File: config.mk
export PLATFORM = sky130hd
export DESIGN_NAME = store_align_unit
export DESIGN_NICKNAME = d
export VERILOG_FILES = /design/src/rtl/store_align_unit.sv
export SDC_FILE = /design/constraint.sdc
export NUM_CORES = 1
export LEC_CHECK = 0
export ABC_AREA = 0
export ABC_CLOCK_PERIOD_IN_PS = 3200
export CELL_PAD_IN_SITES_DETAIL_PLACEMENT = 1
export CELL_PAD_IN_SITES_GLOBAL_PLACEMENT = 1
export CORE_ASPECT_RATIO = 0.5
export CORE_MARGIN = 2
export CORE_UTILIZATION = 30
export CTS_CLUSTER_DIAMETER = 150
export DETAILED_ROUTE_END_ITERATION = 6
export DONT_BUFFER_PORTS = 1
export GPL_ROUTABILITY_DRIVEN = 1
export PLACE_DENSITY_LB_ADDON = 0.08
export SLEW_MARGIN = 30
export SYNTH_ARGS = -nofsm -noshare
export SYNTH_HDL_FRONTEND = slang
export SYNTH_SLANG_ARGS = --single-unit
File: constraint.sdc
create_clock -name clk -period 3.2 [get_ports clk]
set_input_delay 0.96 -clock clk [delete_from_list [all_inputs] [get_ports clk]]
set_output_delay 0.96 -clock clk [all_outputs]
set_load 0.005 [all_outputs]
File: src/rtl/store_align_unit.sv
// Store alignment stage: rotates store data onto byte lanes, builds byte write
// enables and splits word-boundary-crossing stores into two RAM beats.
module store_align_unit #(
    parameter int ADDR_W         = 32,
    parameter bit ALLOW_MISALIGN = 1'b1
) (
    input  logic              clk,
    input  logic              rst_n,
    input  logic              req_valid,
    output logic              req_ready,
    input  logic [ADDR_W-1:0] req_addr,
    input  logic [31:0]       req_wdata,
    input  logic [2:0]        req_mode,
    output logic              ram_en,
    input  logic              ram_ready,
    output logic [ADDR_W-3:0] ram_addr,
    output logic [31:0]       ram_wdata,
    output logic [3:0]        ram_we,
    output logic              done,
    output logic              err
);

    // Handshakes: a transfer happens on a rising edge where valid and ready are
    // both 1. req_ready never depends on req_valid; ram_en is held, with all ram_*
    // stable, until ram_ready is seen high.

    typedef enum logic [1:0] {IDLE = 2'd0, BEAT0 = 2'd1, BEAT1 = 2'd2} state_t;

    state_t            state, state_d;
    logic [ADDR_W-3:0] addr_q;
    logic [31:0]       rot_q;
    logic [3:0]        m0_q, m1_q;
    logic              split_q;
    logic              done_q, err_q;

    logic [3:0]  base;
    logic [7:0]  lane_mask;
    logic [31:0] rot;
    logic        req_split, bad, accept, last_beat;

    // Request decode: size mask, shifted lane mask and lane rotation.
    always_comb begin
        base = 4'b0000;
        case (req_mode)
            3'b100:  base = 4'b1111;
            3'b010:  base = 4'b0011;
            3'b001:  base = 4'b0001;
            default: base = 4'b0000;
        endcase
        lane_mask = {4'b0000, base} << req_addr[1:0];
        req_split = |lane_mask[7:4];
        bad       = (base == 4'b0000) || (req_split && !ALLOW_MISALIGN);
        rot       = req_wdata;
        case (req_addr[1:0])
            2'd1:    rot = {req_wdata[23:0], req_wdata[31:24]};
            2'd2:    rot = {req_wdata[15:0], req_wdata[31:16]};
            2'd3:    rot = {req_wdata[7:0],  req_wdata[31:8]};
            default: rot = req_wdata;
        endcase
    end

    assign last_beat = (state == BEAT1) || ((state == BEAT0) && !split_q);
    assign req_ready = rst_n && ((state == IDLE) || (last_beat && ram_ready));
    assign accept    = req_valid && req_ready;

    always_ff @(posedge clk) begin
        if (!rst_n) begin
            state   <= IDLE;
            addr_q  <= '0;
            rot_q   <= '0;
            m0_q    <= '0;
            m1_q    <= '0;
            split_q <= 1'b0;
            done_q  <= 1'b0;
            err_q   <= 1'b0;
        end else begin
            state  <= state_d;
            done_q <= last_beat && ram_ready;
            err_q  <= accept && bad;
            if (accept && !bad) begin
                addr_q  <= req_addr[ADDR_W-1:2];
                rot_q   <= rot;
                m0_q    <= lane_mask[3:0];
                m1_q    <= lane_mask[7:4];
                split_q <= req_split;
            end
        end
    end

    always_comb begin
        state_d = state;
        case (state)
            IDLE:    if (accept && !bad) state_d = BEAT0;
            BEAT0: begin
                if (ram_ready) begin
                    if (split_q)             state_d = BEAT1;
                    else if (accept && !bad) state_d = BEAT0;
                    else                     state_d = IDLE;
                end
            end
            BEAT1: begin
                if (ram_ready) state_d = (accept && !bad) ? BEAT0 : IDLE;
            end
            default: state_d = IDLE;
        endcase
    end

    // All ram_* outputs are forced to zero outside a beat.
    always_comb begin
        ram_en    = 1'b0;
        ram_addr  = '0;
        ram_wdata = '0;
        ram_we    = 4'b0000;
        case (state)
            BEAT0: begin
                ram_en    = 1'b1;
                ram_addr  = addr_q;
                ram_wdata = rot_q;
                ram_we    = m0_q;
            end
            BEAT1: begin
                ram_en    = 1'b1;
                ram_addr  = addr_q + {{(ADDR_W-3){1'b0}}, 1'b1};
                ram_wdata = rot_q;
                ram_we    = m1_q;
            end
            default: ;
        endcase
        done = done_q;
        err  = err_q;
    end

endmodule

Word-level counts from Yosys, hierarchy flattened
Index checks and enable logic that the tools add are counted.
Operators by class
  shifts and indexed selects: 1
  reduce and logical (&&, ||, !) cells: 15
  equal/unequal tests: 11
  muxes and demuxes: 12
  add/subtract/negate cells: 1
Operators by type and width (count)
  case mux 32 bit (3 select lines): 1
  case mux 30 bit (2 select lines): 1
  two-way mux 32 bit: 1
  adder 30 x 1 -> 30 bit (second input constant): 1
  case mux 4 bit (3 select lines): 1
  two-way mux 2 bit: 4
  case mux 4 bit (2 select lines): 1
  << shifter 4 x 2 -> 8 bit: 1
  equality test 2 bit (second input constant): 3
  logical AND 1 bit: 6
  case mux 2 bit (3 select lines): 1
  equality test 2 x 1 -> 1 bit (second input constant): 2
  zero test 4 bit: 1
  != test 2 bit (second input constant): 2
  OR reduction 4 bit: 1
  equality test 3 x 1 -> 1 bit (second input constant): 1
  equality test 3 x 2 -> 1 bit (second input constant): 1
  equality test 3 bit (second input constant): 1
  AND reduction 3 bit: 1
  zero test 1 bit: 2
  zero test 2 bit: 1
  logical OR 1 bit: 2
  two-way mux 1 bit: 2
  != test 2 x 1 -> 1 bit (second input constant): 1
  OR reduction 2 bit: 1
Storage, ports and cells
  output and inout bits: 70
  register bits after elaboration: 75
  bits of input ports: 71
  logic and storage cells: 48

Depth between registers and ports, before layout
  word-level depth: 12
  gate-level depth with buffers: 8
  mapped depth without buffers: 6

Worst setup path after synthesis
OpenSTA, ideal clock, no wires.
  path type: register to output
  start point: register addr_q[0]
  end point: output port ram_addr[16]
  data required time: 2.240 ns
  arrival: 1.836 ns
  stages on the path, launching flop included: 7
  setup slack: 0.404 ns
  path buffers: 1
  cells stage by stage: dfxtp_1 -> ha_1 -> nand4_1 -> or4_1 -> clkbuf_1 -> or4_1 -> nand3_1
On the way
  cells in the longest elaborated chain, start to end: 2
Ends and longest elaborated chain
  from (decl): line 30  | logic [ADDR_W-3:0] addr_q;
  from (signal assigned): line 81  | addr_q <= req_addr[ADDR_W-1:2];
  adder 30 x 1 -> 30 bit: line 123  | ram_addr = addr_q + {{(ADDR_W-3){1'b0}}, 1'b1};
  case mux 30 bit (2 select lines): line 114  | case (state)
  to (decl): line 16  | output logic [ADDR_W-3:0] ram_addr,
Every way passes these cells.

Worst setup path after layout
  start point: register addr_q[10]
  end point: output port ram_addr[27]
The elaborated chain is that of the path after synthesis.

==> results by stage <==
Critical path:
- For the worst flop-to-flop path, the logic depth is 8.
- At the worst endpoint, the required time is 2.24 ns.
- The capture point of the worst reg-to-reg path is addr_q[1].
- The highest fanout seen on the critical path is 7.
- Walking the worst path, the cells encountered are nand4_2 -> or4_4 -> or4_1 -> nand3_1.
- The standard cell with the maximum stage delay on the critical path is or4_4.
- The worst setup slack for register-to-register paths is 0.65 ns.
- The startpoint identified for the worst register-to-register timing path is state[1].
- The number of buffer and inverter instances along the worst setup path is 0.
- The critical path launch point type is a flip-flop.
- In this design, the stage delay of the slowest critical-path cell is 0.53 ns.
- The kind of cell adding the most delay to the critical path is simple AND/OR/NAND/NOR gates.
- The kind of end point of the critical path is a primary output.
- The setup path with the least slack is of type flip-flop to primary output.
- The critical path arrival is 2.12 ns.

Timing:
- The number of setup violations in the final report is 0.
- The number of pins with negative max-slew slack in the final report came to 0.
- At the pin with the least slew margin, the transition time is 0.840 ns.
- In the post-route analysis, the smallest setup slack over all paths is 0.118 ns.
- The final period demand of the worst path is 3.08 ns.
- The number of hold violations in the final report is 0.
- The normalized max-slew margin is 0.440.
- The setup total negative slack is 0 ns.
- The largest clock skew in the final design is 0.00708 ns.
- Of the available clock period, the critical path in the final layout requires 0.963.
- Timing would allow up to 324 MHz.

Clock network:
- The clock latency at the later pin of the worst-skew pair is 0.34 ns.
- The clock net in this run drives a total of 74 sinks.
- The largest buffer count on any clock path is 2.
- The count of H-tree levels built during CTS is 3.
- In this run, post-CTS hold repair placed 0 buffers.
- TritonCTS built the clock tree.
- The clock-pin slew on the worst setup and hold paths is 0.06 ns.
- The root buffer cell chosen for the clock tree is clkbuf_16.
- The number of clock buffers inserted by TritonCTS is 9.

GRT:
- Across every metal layer, demand over resource in global routing totals 0.202.
- For this run, global-route usage on met2 was measured as 0.333.
- The pin count of the biggest net entering global routing is 71.
- The overflow left after global routing is 0.
- The global-route track usage on met3 is 0.0678.
- The number of antenna violations at the first check in global routing is 0.
- The met1 demand-to-capacity share in global routing is 0.263.
- The via count of the first global-routing pass came to 4988.
- met2 is the most crowded layer.
- The first global-routing pass estimated 28600 um of wire.

Logic synthesis:
- Of the total synthesized cell area, the portion taken by full adders, half adders and majority gates is 0.0124.
- The most common cell in the synthesized netlist is a21oi_1.
- The count of warnings emitted by yosys is 0.
- The number of enable-type register cells in the synthesized netlist is 0.
- In the synthesized netlist the dominant register cell turns out to be dfxtp_1.
- After synthesis, the largest family of logic cells by area is compound AO/OA/AOI/OAI gates.
- Summing every instance area after synthesis gives 5050 um^2.
- The gate count after technology mapping is 661.
- Synthesis instantiated 62 different standard cells from the library.
- The post-synthesis sequential area ratio is 0.293.
- Of all flip-flops after synthesis, the portion carrying an async set or reset was 0.
- The xor/xnor share of the synthesized area is 0.00347.
- The largest area contributor in the netlist is dfxtp_1.
- Of the post-synthesis cell area, the dominant cell type holds 0.293.
- In the synthesized netlist, the cells that appear most often are a21oi_1 (85), o21ai_0 (84), nand3_1 (75).
- Yosys attributes the largest share of cell area to dfxtp_1 (29%), mux2i_1 (13%), a21oi_1 (8.4%).
- The share of cell area taken by muxes after synthesis is 0.129.
- The post-synthesis compound-gate area fraction is 0.261.
- The count of state elements after synthesis is 74.
- The mean area per synthesized cell is 7.65 um^2.
- The net count of the mapped netlist is 737.
- Of the total synthesized cell area, the portion taken by AND, OR, NAND and NOR gates is 0.236.

Power and ir drop:
- The analysis attributes to cell leakage a power of 1.96 nW.
- The ratio of total power to cell area is 403 nW/um^2.
- The worst vdd rail ir drop is 233 uV.

Routing:
- The via count is 4976.
- The final routed DRC violation total is 0.
- The number of iterations in the first detailed-routing pass is 4.
- In the routed layout, each cell is associated on average with a via count of 5.71.
- The remaining antenna violation count is 0.
- After detailed routing, the total wire length is 18300 um.
- In the final routed layout, each cell accounts on average for 21.0 um.
- The DRC marker count from the first detailed-route iteration is 164.

Placement:
- The wire-length estimate of the detail-placed layout is 12400 um.
- Port buffering added 0 buffers.
- At the placement stage, the worst setup path has a slack of 0.161 ns.
- Once placement finished, the instance area stood at 5310 um^2.
- The congestion estimate from routability-driven global placement came to 0.819.

Cells and area:
- In the final design database the tool counted 715 nets.
- The area growth from synthesis to layout is 12.6%.
- The number of antenna cells inserted is 0.
- The finished cells cover 5690 um^2.
- Of the cells placed in the final design, the portion with a size suffix greater than 1 is 0.126.

Die:
- The total area inside the core boundary comes to 16400 um^2.
- Measured along the x axis, the die boundary spans 188 um.
- The number of top-level pins is 141.
- The initial core utilization is 0.308.
- The die covers 18000 um^2.
- The row count is 33.
- The die height is 95.8 um.

Outcome:
- The flow ran to the end, and the final reports show no timing, DRC or antenna violations.

Worst hold path:
- The number of stages on the worst hold path is 2.
- The beginning of the worst hold path is m0_q[1].
- The path with the worst hold slack has its endpoint at m0_q[1].
- The worst hold path class is flip-flop to flip-flop.

Job:
- The number of max-cap violations is 0.
## logic make-up after synthesis
kind of cell             after synthesis
AO/OA/AOI/OAI                        229
AND/OR/NAND/NOR                      211
buffers and inverters                 75
flip-flops                            74
multiplexers                          65
adder cells (fa/ha/maj)                5
XOR/XNOR                               2
## registers in the layout, indices dropped and copies added, names as in the netlist
register,flops
done,1
m0_q,4
err,1
m1_q,3
rot_q,32
state,2
addr_q,30
split_q,1
## worst min-delay path: stages, from the launching register on
cell and delay, ns:
dfxtp_1 0.31, nand2_1 0.05, o21ai_0 0.06
## cell usage in the layout (no fill, tap or decap), types with 4 or more instances in the layout
cell,netlist,final
a21o_1,4,4
a21oi_1,85,85
a22oi_1,5,5
a31oi_1,15,15
and2_1,35,35
buf_12,0,4
buf_4,2,28
clkbuf_16,0,9
dfxtp_1,74,67
dfxtp_2,0,7
inv_1,8,7
mux2i_1,65,65
nand2_1,25,24
nand2b_1,4,4
nand3_1,75,75
nand4_1,7,7
nand4b_1,5,5
nor2_1,17,16
nor2b_1,4,4
nor4_1,7,7
o211ai_1,6,6
o21ai_0,84,84
or4_1,7,5
## per-stage QoR
| step | util | power (W) | hold WS [ns] | std cells |
|---|---|---|---|---|
| floorplan | - | 0.00123 | 0.436 | 661 |
| global placement | 0.323 | 0.00131 | 0.457 | 850 |
| detailed placement | 0.323 | 0.00131 | 0.462 | 850 |
| CTS | 0.344 | 0.00233 | 0.473 | 871 |
| global route | 0.346 | 0.00240 | 0.502 | 871 |
| finish | 0.346 | 0.00229 | 0.469 | 871 |
## repair_timing
| action | in CTS | in global routing |
|---|---|---|
| gates cloned | 1 | 0 |
| pin swaps | 2 | 1 |
| resized for setup | 10 | 11 |
| buffers inserted | 4 | 0 |
| endpoints found under the setup margin | 17 | 30 |
## layer usage
metal | up-vias | wire (um)
met3 | 10 | 1200
met2 | 109 | 8290
met5 | - | 0
li1 | 2407 | -
met4 | 0 | 85
met1 | 2450 | 8750
## how the worst max path moves through the flow
| stage | from | end | slack (ns) | cells after the start |
|---|---|---|---|---|
| floorplan | addr_q[0] | ram_addr[16] | 0.40 | 6 |
| global placement | addr_q[0] | ram_addr[16] | 0.21 | 5 |
| detailed placement | addr_q[0] | ram_addr[16] | 0.16 | 5 |
| CTS | addr_q[7] | ram_addr[25] | 0.006 | 6 |
| global route | state[1] | ram_addr[15] | -0.005 | 6 |
| finish | addr_q[10] | ram_addr[27] | 0.12 | 4 |
## report_power, final
group          internal [W]  leakage [nW]  switching [W]
Sequential         0.000953         0.603      0.0000281
Clock              0.000588         0.143       0.000410
Combinational      0.000115          1.21       0.000200
## final cells by class
cell class | count | area [um^2]
Timing Repair inverter | 1 | 5.00
Fill cell | 2038 | 10700
Timing Repair Buffer | 32 | 290
Clock buffer | 14 | 274
Sequential cell | 74 | 1490
Tap cell | 227 | 284
Clock inverter | 2 | 10.0
Multi-Input combinational cell | 512 | 3300
Inverter | 9 | 37.5
Power figures use the tool's default switching activity.
